==> src/rtl/rv32i_instr_encoder_pkg.sv <==
// Shared constants for the RV32I instruction encoder: opcodes, command kinds,
// packing formats, FSM states and a small immediate range helper.
package rv32i_instr_encoder_pkg;

  localparam logic [6:0] OP_R      = 7'b0110011;
  localparam logic [6:0] OP_IMM    = 7'b0010011;
  localparam logic [6:0] OP_LOAD   = 7'b0000011;
  localparam logic [6:0] OP_STORE  = 7'b0100011;
  localparam logic [6:0] OP_BRANCH = 7'b1100011;
  localparam logic [6:0] OP_JAL    = 7'b1101111;
  localparam logic [6:0] OP_JALR   = 7'b1100111;
  localparam logic [6:0] OP_LUI    = 7'b0110111;
  localparam logic [6:0] OP_AUIPC  = 7'b0010111;
  localparam logic [6:0] OP_SYSTEM = 7'b1110011;

  typedef enum logic [3:0] {
    KIND_R      = 4'd0,
    KIND_I_ALU  = 4'd1,
    KIND_LOAD   = 4'd2,
    KIND_STORE  = 4'd3,
    KIND_BRANCH = 4'd4,
    KIND_JAL    = 4'd5,
    KIND_JALR   = 4'd6,
    KIND_LUI    = 4'd7,
    KIND_AUIPC  = 4'd8,
    KIND_CSR    = 4'd9,
    KIND_LI     = 4'd10
  } cmd_kind_e;

  typedef enum logic [2:0] {
    FMT_R = 3'd0,
    FMT_I = 3'd1,
    FMT_S = 3'd2,
    FMT_B = 3'd3,
    FMT_U = 3'd4,
    FMT_J = 3'd5
  } fmt_e;

  typedef enum logic [1:0] {
    ST_IDLE  = 2'd0,
    ST_EMIT  = 2'd1,
    ST_EMIT2 = 2'd2
  } state_e;

  // True when v is representable as a two's complement number of 'bits' bits:
  // everything from bit (bits-1) upwards is a copy of the sign.
  function automatic logic fits_signed(input logic [31:0] v, input int unsigned bits);
    logic [31:0] mask;
    mask = 32'hFFFF_FFFF << (bits - 1);
    return ((v & mask) == 32'h0) || ((v & mask) == mask);
  endfunction

endpackage

==> src/rtl/rv32i_instr_encoder_field_pack.sv <==
// Combinational field packer: places opcode, register and function fields and
// scatters the immediate according to the selected RV32I instruction format.
module rv32i_field_pack
  import rv32i_instr_encoder_pkg::*;
(
  input  fmt_e        fmt,
  input  logic [6:0]  opcode,
  input  logic [2:0]  funct3,
  input  logic [6:0]  funct7,
  input  logic [4:0]  rd,
  input  logic [4:0]  rs1,
  input  logic [4:0]  rs2,
  input  logic [31:0] imm,
  output logic [31:0] word
);

  // Format-specific bit placement; immediates are taken as already validated.
  always_comb begin
    word = 32'h0;
    case (fmt)
      FMT_R: word = {funct7, rs2, rs1, funct3, rd, opcode};
      FMT_I: word = {imm[11:0], rs1, funct3, rd, opcode};
      FMT_S: word = {imm[11:5], rs2, rs1, funct3, imm[4:0], opcode};
      FMT_B: word = {imm[12], imm[10:5], rs2, rs1, funct3, imm[4:1], imm[11], opcode};
      FMT_U: word = {imm[31:12], rd, opcode};
      FMT_J: word = {imm[20], imm[10:1], imm[11], imm[19:12], rd, opcode};
      default: word = 32'h0;
    endcase
  end

endmodule

==> src/rtl/rv32i_instr_encoder.sv <==
// RV32I instruction encoder: accepts one structured command, validates it,
// and emits one instruction word (two for an expanded LI) downstream.
//
// Handshakes: a transfer happens on a rising clk edge where valid and ready
// are both high. The producer holds valid and its payload stable until that
// edge; ready may change freely and carries no commitment on its own.
module rv32i_instr_encoder
  import rv32i_instr_encoder_pkg::*;
#(
  parameter int LI_EXPAND = 1
) (
  input  logic        clk,
  input  logic        rst,
  input  logic        cmd_valid,
  output logic        cmd_ready,
  input  logic [3:0]  cmd_kind,
  input  logic [2:0]  cmd_funct3,
  input  logic        cmd_alt,
  input  logic [4:0]  cmd_rd,
  input  logic [4:0]  cmd_rs1,
  input  logic [4:0]  cmd_rs2,
  input  logic [31:0] cmd_imm,
  output logic        ins_valid,
  input  logic        ins_ready,
  output logic [31:0] ins_word,
  output logic        err
);

  state_e      state_q, state_n;
  logic [31:0] word_q, word_n;
  logic [31:0] word2_q, word2_n;
  logic        has2_q, has2_n;
  logic        err_q, err_n;

  logic        legal;
  logic        has2;
  fmt_e        fmt;
  logic [6:0]  opcode;
  logic [2:0]  funct3;
  logic [6:0]  funct7;
  logic [4:0]  rd;
  logic [4:0]  rs1;
  logic [4:0]  rs2;
  logic [31:0] imm;
  logic [31:0] enc_word;
  logic [31:0] enc_word2;
  logic        is_shift;
  logic        fits12;

  assign is_shift = (cmd_funct3 == 3'b001) || (cmd_funct3 == 3'b101);
  assign fits12   = fits_signed(cmd_imm, 12);

  // Command legality and selection of the fields for the first emitted word.
  always_comb begin
    legal  = 1'b0;
    has2   = 1'b0;
    fmt    = FMT_I;
    opcode = OP_IMM;
    funct3 = cmd_funct3;
    funct7 = 7'b0;
    rd     = cmd_rd;
    rs1    = cmd_rs1;
    rs2    = cmd_rs2;
    imm    = cmd_imm;
    case (cmd_kind_e'(cmd_kind))
      KIND_R: begin
        fmt    = FMT_R;
        opcode = OP_R;
        funct7 = {1'b0, cmd_alt, 5'b0};
        legal  = !cmd_alt || (cmd_funct3 == 3'b000) || (cmd_funct3 == 3'b101);
      end
      KIND_I_ALU: begin
        if (is_shift) begin
          // Shift amount occupies imm[4:0]; bit 30 selects SRAI.
          imm   = {20'b0, 1'b0, cmd_alt, 5'b0, cmd_imm[4:0]};
          legal = (cmd_imm[31:5] == 27'b0) && (!cmd_alt || cmd_funct3 == 3'b101);
        end else begin
          legal = !cmd_alt && fits12;
        end
      end
      KIND_LOAD: begin
        opcode = OP_LOAD;
        legal  = (cmd_funct3 inside {3'b000, 3'b001, 3'b010, 3'b100, 3'b101}) && fits12;
      end
      KIND_STORE: begin
        fmt    = FMT_S;
        opcode = OP_STORE;
        legal  = (cmd_funct3 inside {3'b000, 3'b001, 3'b010}) && fits12;
      end
      KIND_BRANCH: begin
        fmt    = FMT_B;
        opcode = OP_BRANCH;
        legal  = (cmd_funct3 inside {3'b000, 3'b001, 3'b100, 3'b101, 3'b110, 3'b111})
                 && !cmd_imm[0] && fits_signed(cmd_imm, 13);
      end
      KIND_JAL: begin
        fmt    = FMT_J;
        opcode = OP_JAL;
        legal  = !cmd_imm[0] && fits_signed(cmd_imm, 21);
      end
      KIND_JALR: begin
        opcode = OP_JALR;
        legal  = (cmd_funct3 == 3'b000) && fits12;
      end
      KIND_LUI: begin
        fmt    = FMT_U;
        opcode = OP_LUI;
        legal  = (cmd_imm[11:0] == 12'b0);
      end
      KIND_AUIPC: begin
        fmt    = FMT_U;
        opcode = OP_AUIPC;
        legal  = (cmd_imm[11:0] == 12'b0);
      end
      KIND_CSR: begin
        opcode = OP_SYSTEM;
        imm    = {20'b0, cmd_imm[11:0]};
        legal  = cmd_funct3 inside {3'b001, 3'b010, 3'b011, 3'b101, 3'b110, 3'b111};
      end
      KIND_LI: begin
        legal  = (LI_EXPAND != 0);
        funct3 = 3'b000;
        if (fits12) begin
          rs1 = 5'd0;
        end else begin
          // Rounding the upper part compensates for the sign of the low ADDI.
          fmt    = FMT_U;
          opcode = OP_LUI;
          imm    = cmd_imm + 32'h0000_0800;
          has2   = (cmd_imm[11:0] != 12'b0);
        end
      end
      default: legal = 1'b0;
    endcase
  end

  rv32i_field_pack u_pack (
    .fmt    (fmt),
    .opcode (opcode),
    .funct3 (funct3),
    .funct7 (funct7),
    .rd     (rd),
    .rs1    (rs1),
    .rs2    (rs2),
    .imm    (imm),
    .word   (enc_word)
  );

  // Low half of an expanded LI: ADDI rd, rd, imm[11:0].
  rv32i_field_pack u_pack_lo (
    .fmt    (FMT_I),
    .opcode (OP_IMM),
    .funct3 (3'b000),
    .funct7 (7'b0),
    .rd     (cmd_rd),
    .rs1    (cmd_rd),
    .rs2    (5'd0),
    .imm    ({20'b0, cmd_imm[11:0]}),
    .word   (enc_word2)
  );

  // Next-state and datapath updates for the IDLE/EMIT/EMIT2 sequence.
  always_comb begin
    state_n = state_q;
    word_n  = word_q;
    word2_n = word2_q;
    has2_n  = has2_q;
    err_n   = 1'b0;
    case (state_q)
      ST_IDLE: begin
        if (cmd_valid) begin
          if (legal) begin
            state_n = ST_EMIT;
            word_n  = enc_word;
            word2_n = enc_word2;
            has2_n  = has2;
          end else begin
            err_n = 1'b1;
          end
        end
      end
      ST_EMIT: begin
        if (ins_ready) begin
          if (has2_q) begin
            state_n = ST_EMIT2;
            word_n  = word2_q;
            has2_n  = 1'b0;
          end else begin
            state_n = ST_IDLE;
            word_n  = 32'h0;
          end
        end
      end
      ST_EMIT2: begin
        if (ins_ready) begin
          state_n = ST_IDLE;
          word_n  = 32'h0;
        end
      end
      default: begin
        state_n = ST_IDLE;
        word_n  = 32'h0;
        has2_n  = 1'b0;
      end
    endcase
  end

  // State and output registers; reset drops any pending word.
  always_ff @(posedge clk) begin
    if (rst) begin
      state_q <= ST_IDLE;
      word_q  <= 32'h0;
      word2_q <= 32'h0;
      has2_q  <= 1'b0;
      err_q   <= 1'b0;
    end else begin
      state_q <= state_n;
      word_q  <= word_n;
      word2_q <= word2_n;
      has2_q  <= has2_n;
      err_q   <= err_n;
    end
  end

  assign cmd_ready = (state_q == ST_IDLE);
  assign ins_valid = (state_q == ST_EMIT) || (state_q == ST_EMIT2);
  assign ins_word  = word_q;
  assign err       = err_q;

endmodule
==> config.mk <==
export PLATFORM = sky130hd
export DESIGN_NAME = rv32i_instr_encoder
export DESIGN_NICKNAME = d
export VERILOG_FILES = /design/src/rtl/rv32i_instr_encoder_pkg.sv /design/src/rtl/rv32i_instr_encoder_field_pack.sv /design/src/rtl/rv32i_instr_encoder.sv
export SDC_FILE = /design/constraint.sdc
export NUM_CORES = 1
export LEC_CHECK = 0
export BUFFER_PORTS_ARGS = -buffer_cell sky130_fd_sc_hd__buf_2
export CORE_ASPECT_RATIO = 1.1
export CORE_UTILIZATION = 49
export CTS_CLUSTER_DIAMETER = 50
export DETAILED_ROUTE_END_ITERATION = 16
export GPL_ROUTABILITY_DRIVEN = 1
export PLACE_DENSITY_LB_ADDON = 0.2
export SLEW_MARGIN = 30
export SYNTH_ARGS = -nofsm -noshare
export SYNTH_HDL_FRONTEND = slang
export SYNTH_SLANG_ARGS = --single-unit
==> constraint.sdc <==
create_clock -name clk -period 2.6 [get_ports clk]
set_clock_uncertainty 0.2 [all_clocks]
set_input_delay 0.13 -clock clk [delete_from_list [all_inputs] [get_ports clk]]
set_output_delay 0.13 -clock clk [all_outputs]
set_load 0.005 [all_outputs]
==> metrics.txt, run 1 <==
# TYPE chip_impl_metric gauge
chip_impl_metric{name="antenna_violating_nets_post_route",unit=""} 0
chip_impl_metric{name="core_area",unit="sq mm"} 0.00743
chip_impl_metric{name="port-buffer-count",unit=""} 93
chip_impl_metric{name="synth_enable_flop_cells",unit=""} 0
chip_impl_metric{name="fin_worst_hold_slack",unit="ps"} 8.93
chip_impl_metric{name="achievable-frequency",unit="MHz"} 391
chip_impl_info{name="timing.rr.start",value="state_q[1]"} 1
chip_impl_info{name="rsz0062_at_grt",value="yes"} 1
chip_impl_metric{name="cpPeakStageDelay",unit="ps"} 540
chip_impl_metric{name="post_drt_via_cell_ratio",unit=""} 6.20
chip_impl_metric{name="total_congestion_overflow",unit=""} 0
chip_impl_metric{name="buffer_depth_of_the_longest_clock_path",unit=""} 2
chip_impl_metric{name="gpl_wtd_cong",unit=""} 0.940
chip_impl_metric{name="ir_drop",unit="mV"} 0.386
chip_impl_metric{name="sw_frac_of_total",unit="%"} 31.8
chip_impl_metric{name="chipHeight",unit="um"} 93.6
chip_impl_metric{name="critical_path_buf_inv_count",unit=""} 3
chip_impl_metric{name="dieArea",unit="sq mm"} 0.00798
chip_impl_metric{name="detailed_place.area",unit="sq mm"} 0.00495
chip_impl_metric{name="drv_cap",unit=""} 0
chip_impl_info{name="cp_top_family",value="simple AND/OR/NAND/NOR gates"} 1
chip_impl_metric{name="h_tree_levels",unit=""} 2
chip_impl_metric{name="max_slew_margin",unit="%"} 42.1
chip_impl_metric{name="top_level_port_count",unit=""} 94
chip_impl_metric{name="core.rowCount",unit=""} 33
chip_impl_metric{name="wire_length_of_the_first_global_routing_pass",unit="um"} 21900
chip_impl_info{name="root_buffer",value="clkbuf_8"} 1
chip_impl_metric{name="synthCells",unit=""} 490
chip_impl_metric{name="detail_route.first_pass.iterations",unit=""} 6
chip_impl_info{name="r2r_end",value="ins_word[27]"} 1
chip_impl_metric{name="powerDensity",unit="mW/mm^2"} 358
chip_impl_metric{name="relative_contribution_of_sequential_cells_to_total_power",unit="%"} 44.9
chip_impl_info{name="cp-startpoint",value="cmd_kind[1]"} 1
chip_impl_info{name="synth_flop_cell",value="dfxtp_1"} 1
chip_impl_metric{name="final_layout_size_suffix_gt1_share",unit="%"} 33.0
chip_impl_metric{name="timing.critical_path.arrival",unit="ps"} 2540
chip_impl_info{name="worstPathCellList",value="buf_6 -> or4b_4 -> or4_4 -> o32a_1 -> o21a_1 -> nor4b_4 -> buf_12 -> nor2_8 -> buf_12 -> mux2i_1 -> nor2_1"} 1
chip_impl_metric{name="global_route.usage.total",unit="%"} 35.1
chip_impl_metric{name="synth-seq-cells",unit=""} 53
chip_impl_metric{name="power.switching",unit="mW"} 0.600
chip_impl_metric{name="mappedNetlistArea",unit="sq mm"} 0.00374
chip_impl_metric{name="cts_inserted_buffers",unit=""} 5
chip_impl_metric{name="grt_start_max_net_pins",unit=""} 27
chip_impl_metric{name="initial_antenna_violation_count",unit=""} 0
chip_impl_info{name="critPathSlowestCell",value="or4_4"} 1
chip_impl_metric{name="total_chip_power",unit="mW"} 1.89
chip_impl_info{name="critical_path.most_common_cell",value="buf_12"} 1
chip_impl_metric{name="layout.nets",unit=""} 739
chip_impl_metric{name="setup_viol_count_final",unit=""} 0
chip_impl_info{name="kind_of_critical_path",value="input pin to register"} 1
chip_impl_metric{name="layout.filler_cells",unit=""} 632
chip_impl_metric{name="drt_first_iter_violations",unit=""} 469
chip_impl_metric{name="seq_area_frac_synth",unit="%"} 28.4
chip_impl_metric{name="async_reset_ff_share",unit="%"} 0
chip_impl_metric{name="via_count_of_the_first_global_routing_pass",unit=""} 4341
chip_impl_metric{name="max_slew.worst_pin.slew",unit="ps"} 869
chip_impl_metric{name="combPwrFrac",unit="%"} 30.2
chip_impl_metric{name="total_via_count_in_the_routed_design",unit=""} 4727
chip_impl_info{name="worst_hold_path.endpoint",value="ins_word[17]"} 1
chip_impl_metric{name="worst_setup_hold_path_clk_slew",unit="ps"} 100
chip_impl_metric{name="setup.reg_to_reg.worst_slack",unit="ps"} 260
chip_impl_metric{name="layout.cell_area.non_filler",unit="sq mm"} 0.00528
chip_impl_metric{name="worst_ep_required_time",unit="ps"} 2590
chip_impl_metric{name="p_int",unit="mW"} 1.29
chip_impl_metric{name="critPathMaxFanout",unit=""} 11
chip_impl_metric{name="final_max_slew_viol_count",unit=""} 0
chip_impl_metric{name="clock_sink_total",unit=""} 53
chip_impl_metric{name="dp_slack",unit="ps"} -353
chip_impl_metric{name="route.detailed.drc",unit=""} 0
chip_impl_info{name="worstSetupStartpointType",value="input pin"} 1
chip_impl_metric{name="synth.avg_cell_area",unit="sq um"} 7.63
chip_impl_metric{name="initial_core_util",unit="%"} 50.3
chip_impl_metric{name="synth_nets",unit=""} 554
chip_impl_metric{name="clkPwrFrac",unit="%"} 24.9
chip_impl_info{name="tritoncts",value="yes"} 1
chip_impl_metric{name="reg2regPathDepth",unit=""} 8
chip_impl_info{name="end_kind",value="register"} 1
chip_impl_metric{name="hold_depth",unit=""} 4
chip_impl_info{name="holdCritStartpoint",value="cmd_rs1[2]"} 1
chip_impl_metric{name="die_x",unit="um"} 85.3
chip_impl_metric{name="period_needed",unit="ps"} 2560
chip_impl_metric{name="worst_slack",unit="ps"} 41.9
chip_impl_metric{name="post_synth_num_cell_types",unit=""} 73
chip_impl_metric{name="static-leakage-power",unit="nW"} 2.30
chip_impl_metric{name="hpwl",unit="um"} 10600
chip_impl_metric{name="layout-area-overhead-vs-synth",unit="%"} 41.2
chip_impl_metric{name="routed_wire_length_per_instance",unit="um"} 18.5
chip_impl_metric{name="yosysWarnings",unit=""} 0
chip_impl_metric{name="setup_total_negative_slack",unit="ps"} 0
chip_impl_metric{name="clkLatencyLatePin",unit="ps"} 310
chip_impl_metric{name="antenna_cells",unit=""} 0
chip_impl_info{name="result_of_the_run",value="completed"} 1
chip_impl_metric{name="detail_route.wirelength",unit="um"} 14100
chip_impl_metric{name="min_period_over_period",unit="%"} 98.4
chip_impl_info{name="worstHoldPathType",value="input pin to register"} 1
chip_impl_metric{name="finalHoldViolations",unit=""} 0
## worst max path at each step
| stage | cells after the start | to |
|---|---|---|
| 6_report | 11 | word2_q[22] |
| 5_1_grt | 11 | word2_q[27] |
| 4_1_cts | 10 | state_q[0] |
| 3_5_place_dp | 9 | ins_word[15] |
| 3_3_place_gp | 9 | ins_word[31] |
| 2_1_floorplan | 10 | ins_word[20] |
## per-stage QoR
| stage | std cells | utilization [%] |
|---|---|---|
| 3_3_place_gp | 737 | 66.6 |
| 6_report | 762 | 71.0 |
| 5_1_grt | 762 | 71.0 |
| 4_1_cts | 762 | 70.2 |
| 3_5_place_dp | 737 | 66.6 |
| 2_1_floorplan | 490 | - |
## cell usage after synthesis, types with 3 or more instances
cell type | count | share of area [%]
and2_1 | 4 | 0.67
buf_6 | 4 | 1.2
nand2b_1 | 8 | 1.3
o2bb2ai_1 | 5 | 1.2
o221ai_1 | 7 | 1.6
ha_1 | 5 | 1.7
a211oi_1 | 3 | 0.60
o22ai_1 | 3 | 0.50
and3_1 | 8 | 1.3
nand3_1 | 20 | 2.7
a22o_1 | 4 | 0.94
a21boi_0 | 3 | 0.60
nand2_1 | 47 | 4.7
a21oi_1 | 31 | 4.1
or3_1 | 3 | 0.50
nor2_1 | 62 | 6.2
o21ai_0 | 31 | 4.1
o22a_1 | 4 | 0.94
buf_2 | 3 | 0.40
o21a_1 | 3 | 0.60
nor3_1 | 9 | 1.2
a222oi_1 | 9 | 2.4
nand4_1 | 11 | 1.8
mux2i_1 | 24 | 6.4
a32o_1 | 4 | 1.1
a31o_2 | 4 | 0.94
clkbuf_1 | 21 | 2.1
nor2b_1 | 7 | 1.2
o31ai_1 | 5 | 1.0
nor4_1 | 11 | 1.8
a2bb2oi_1 | 4 | 0.94
a31oi_1 | 5 | 0.84
inv_1 | 14 | 1.4
a22oi_1 | 7 | 1.4
dfxtp_1 | 53 | 28
## logic make-up (layout without fill, tap and decap cells)
group / after synthesis / after routing / synth area share, %
adders and majority gates: 5 / 5 / 1.67
AOI/OAI and AO/OA: 156 / 156 / 29.9
xor gates and xnor gates: 2 / 2 / 0.469
muxes: 24 / 24 / 6.43
buffers and inverters: 45 / 230 / 5.56
and+or+nand+nor: 205 / 205 / 27.6
DFF: 53 / 53 / 28.4
## power groups by stage
stage / sequential [mW] / clock, mW / combinational, mW
global route: 0.851 / 0.501 / 0.612
detailed placement: 0.866 / 0 / 0.520
global placement: 0.865 / 0 / 0.514
finish: 0.849 / 0.470 / 0.571
CTS: 0.847 / 0.467 / 0.547
floorplan: 0.865 / 0 / 0.258
## placed cells by master, fill, tap and decap left out, types with 11 or more instances in the layout
cell type	instances
a21oi_1	31
o21ai_0	29
buf_4	93
nor2_1	62
dlygate4sd3_1	18
mux2i_1	24
dfxtp_1	53
buf_2	91
nand2_1	47
nor4_1	11
inv_1	14
nand3_1	20
nand4_1	11
## metal layers
layer  wire length (um)  vias to the layer above  track usage, %
li1                   -                     2226               -
met1               5860                     2205            45.8
met2               6730                      256            59.5
met3               1030                       40            3.18
met4                448                        0            14.9
met5                  0                        -               0
## registers in the layout (all words and copies together) (netlist names)
name and count:
word2_q 18, state_q 2, ins_word 31, has2_q 1, err 1
## tightest hold or removal path: stages
cell and delay, ps:
buf_2 100, nand2_1 50, a31o_2 140, a21oi_1 50
## cell type report
| type | instances | area [sq um] | area share, % |
|---|---|---|---|
| clock buffer | 5 | 68.8 | 1.30 |
| clock inverter | 2 | 13.8 | 0.261 |
| inverter | 14 | 52.6 | 0.995 |
| multi-input combinational | 392 | 2530 | 48.0 |
| sequential | 53 | 1060 | 20.1 |
| tap | 87 | 109 | 2.06 |
| timing repair buffer | 209 | 1440 | 27.3 |
## repair_timing
item	4_1_cts	5_1_grt
hold endpoints to repair	20	0
hold buffers	18	0
setup endpoints to repair	8	50
gates cloned	0	0
pin swaps	0	1
setup buffers	0	0
gates resized for setup	2	15
No activity file was read; power rests on OpenSTA's default activity.
==> run 2: changes to the inputs <==
Settings changed: PLACE_DENSITY from default to 0.88, PLACE_DENSITY_LB_ADDON 0.2 to default.
==> metrics.txt, run 2 (same netlist as run 1, synthesis figures left out) <==
# TYPE chip_impl_metric gauge
chip_impl_metric{name="setup.reg_to_reg.worst_slack",unit="ps"} 260
chip_impl_metric{name="antenna_violating_nets_post_route",unit=""} 0
chip_impl_metric{name="total_congestion_overflow",unit=""} 0
chip_impl_info{name="worstHoldPathType",value="input pin to register"} 1
chip_impl_metric{name="dp.cells",unit=""} 740
chip_impl_info{name="worstSetupStartpointType",value="input pin"} 1
chip_impl_metric{name="cts_inserted_buffers",unit=""} 5
chip_impl_info{name="holdCritStartpoint",value="cmd_rs1[4]"} 1
chip_impl_metric{name="period_needed",unit="ps"} 2610
chip_impl_metric{name="clock_sink_total",unit=""} 53
chip_impl_info{name="root_buffer",value="clkbuf_8"} 1
chip_impl_metric{name="gpl_wtd_cong",unit=""} 1.02
chip_impl_metric{name="static-leakage-power",unit="nW"} 2.34
chip_impl_metric{name="core_area",unit="sq mm"} 0.00743
chip_impl_metric{name="clkLatencyLatePin",unit="ps"} 320
chip_impl_metric{name="worst_ep_required_time",unit="ps"} 2640
chip_impl_info{name="r2r_end",value="has2_q"} 1
chip_impl_metric{name="hpwl",unit="um"} 11200
chip_impl_metric{name="die_x",unit="um"} 85.3
chip_impl_info{name="result_of_the_run",value="complete, but fails checks"} 1
chip_impl_metric{name="finalHoldViolations",unit=""} 0
chip_impl_metric{name="powerDensity",unit="mW/mm^2"} 368
chip_impl_metric{name="layout-area-overhead-vs-synth",unit="%"} 43.6
chip_impl_metric{name="post_drt_via_cell_ratio",unit=""} 6.64
chip_impl_metric{name="detail_route.wirelength",unit="um"} 16100
chip_impl_metric{name="routed_wire_length_per_instance",unit="um"} 20.9
chip_impl_metric{name="timing.critical_path.arrival",unit="ps"} 2660
chip_impl_info{name="mostFrequentLayoutCells",value="buf_4 (99), buf_2 (92), nor2_1 (62)"} 1
chip_impl_info{name="timing.rr.start",value="state_q[1]"} 1
chip_impl_metric{name="drv_cap",unit=""} 0
chip_impl_metric{name="chipHeight",unit="um"} 93.6
chip_impl_metric{name="final_max_slew_viol_count",unit=""} 0
chip_impl_metric{name="achievable-frequency",unit="MHz"} 383
chip_impl_info{name="failed_checks",value="negative setup slack"} 1
chip_impl_metric{name="dieArea",unit="sq mm"} 0.00798
chip_impl_metric{name="ir_drop",unit="mV"} 0.522
chip_impl_info{name="worstPathCellList",value="buf_6 -> or4b_4 -> or4_1 -> o32a_1 -> o21a_1 -> nor4b_4 -> a2bb2oi_4 -> or3_1 -> a21oi_2"} 1
chip_impl_info{name="layout_commonest_cell",value="buf_4"} 1
chip_impl_metric{name="layout.cells.non_filler",unit=""} 768
chip_impl_metric{name="max_slew.worst_pin.slew",unit="ps"} 772
chip_impl_metric{name="max_slew_margin",unit="%"} 48.3
chip_impl_metric{name="cpPeakStageDelay",unit="ps"} 530
chip_impl_metric{name="layout.nets",unit=""} 744
chip_impl_metric{name="initial_antenna_violation_count",unit=""} 0
chip_impl_metric{name="h_tree_levels",unit=""} 2
chip_impl_metric{name="buffer_depth_of_the_longest_clock_path",unit=""} 2
chip_impl_metric{name="route.detailed.drc",unit=""} 0
chip_impl_info{name="critPathSlowestCell",value="or4b_4"} 1
chip_impl_info{name="tritoncts",value="yes"} 1
chip_impl_info{name="end_kind",value="register"} 1
chip_impl_metric{name="critPathMaxFanout",unit=""} 8
chip_impl_metric{name="initial_core_util",unit="%"} 50.3
chip_impl_metric{name="dp_slack",unit="ps"} -378
chip_impl_metric{name="global_route.usage.total",unit="%"} 39.1
chip_impl_info{name="kind_of_critical_path",value="input pin to register"} 1
chip_impl_metric{name="worst_slack",unit="ps"} -11.3
chip_impl_metric{name="port-buffer-count",unit=""} 93
chip_impl_metric{name="top_level_port_count",unit=""} 94
chip_impl_metric{name="reg2regPathDepth",unit=""} 7
chip_impl_metric{name="number_of_flip_flops_in_the_largest_register",unit=""} 31
chip_impl_info{name="rsz0062_at_grt",value="yes"} 1
chip_impl_metric{name="min_period_over_period",unit="%"} 100
chip_impl_metric{name="via_count_of_the_first_global_routing_pass",unit=""} 4884
chip_impl_metric{name="worst_setup_hold_path_clk_slew",unit="ps"} 110
chip_impl_metric{name="hold_depth",unit=""} 4
chip_impl_info{name="worst_hold_path.endpoint",value="ins_word[19]"} 1
chip_impl_metric{name="detail_route.first_pass.iterations",unit=""} 8
chip_impl_metric{name="antenna_cells",unit=""} 0
chip_impl_metric{name="setup_viol_count_final",unit=""} 2
chip_impl_metric{name="final_layout_size_suffix_gt1_share",unit="%"} 34.7
chip_impl_metric{name="total_via_count_in_the_routed_design",unit=""} 5098
chip_impl_metric{name="grt_start_max_net_pins",unit=""} 32
chip_impl_metric{name="core.rowCount",unit=""} 33
chip_impl_metric{name="drt_first_iter_violations",unit=""} 539
chip_impl_metric{name="wire_length_of_the_first_global_routing_pass",unit="um"} 24400
run 2: critical path: cells and delay by family:
family | cells | cell delay, ps
compound gates | 4 | 820
simple gates | 4 | 1610
buf+inv | 1 | 100
run 2: metal layers:
metal	track usage, %	part of all wire [%]	vias up	routed length [um]
met3	6.35	9.8	114	1580
met1	44.9	36	2335	5840
met2	70.3	48	409	7670
met4	18.9	6.1	0	979
li1	-	-	2240	-
met5	0	0	-	0
run 2: what timing repair did:
item                                   4_1_cts  5_1_grt
endpoints found under the hold margin       19        0
gates cloned                                 0        1
buffers inserted                             0        2
hold buffers                                17        0
setup endpoints to repair                   14       32
gates resized for setup                      5       15
pin swaps                                    1       10
run 2: area by class of cell:
cell class | count | area (sq um)
Sequential cell | 53 | 1060
Clock buffer | 6 | 82.6
Multi-Input combinational cell | 392 | 2570
Tap cell | 87 | 109
Fill cell | 554 | 2060
Timing Repair Buffer | 214 | 1480
Inverter | 14 | 52.6
Clock inverter | 2 | 16.3
run 2: where the power goes:
group	internal [mW]	total, mW	switching [mW]
Clock	0.220	0.519	0.298
Sequential	0.835	0.851	0.0157
Combinational	0.277	0.606	0.329
Total	1.33	1.98	0.643
run 2: metrics by stage:
stage / area, sq um / util (%) / hold slack [ps] / power, mW / TNS (ps)
finish: 5370 / 72.3 / 19.0 / 1.98 / -14.3
global route: 5370 / 72.3 / 13.0 / 2.03 / -815
CTS: 5270 / 70.8 / 11.2 / 1.91 / 0
detailed placement: 4970 / 66.9 / 206 / 1.39 / -13240
global placement: 4970 / 66.9 / 183 / 1.38 / -11070
floorplan: 3760 / - / 75.9 / 1.12 / -4030
run 2: worst max-delay path by stage:
stage	cells after the start	slack (ps)	from	endpoint
after floorplan	10	-180	cmd_kind[0]	ins_word[20]
after global placement	9	-320	cmd_kind[1]	ins_word[17]
after detailed placement	9	-380	cmd_kind[1]	ins_word[17]
after CTS	10	2	cmd_kind[1]	ins_word[1]
after global routing	10	-80	cmd_kind[1]	ins_word[8]
final	9	-10	cmd_kind[1]	has2_q
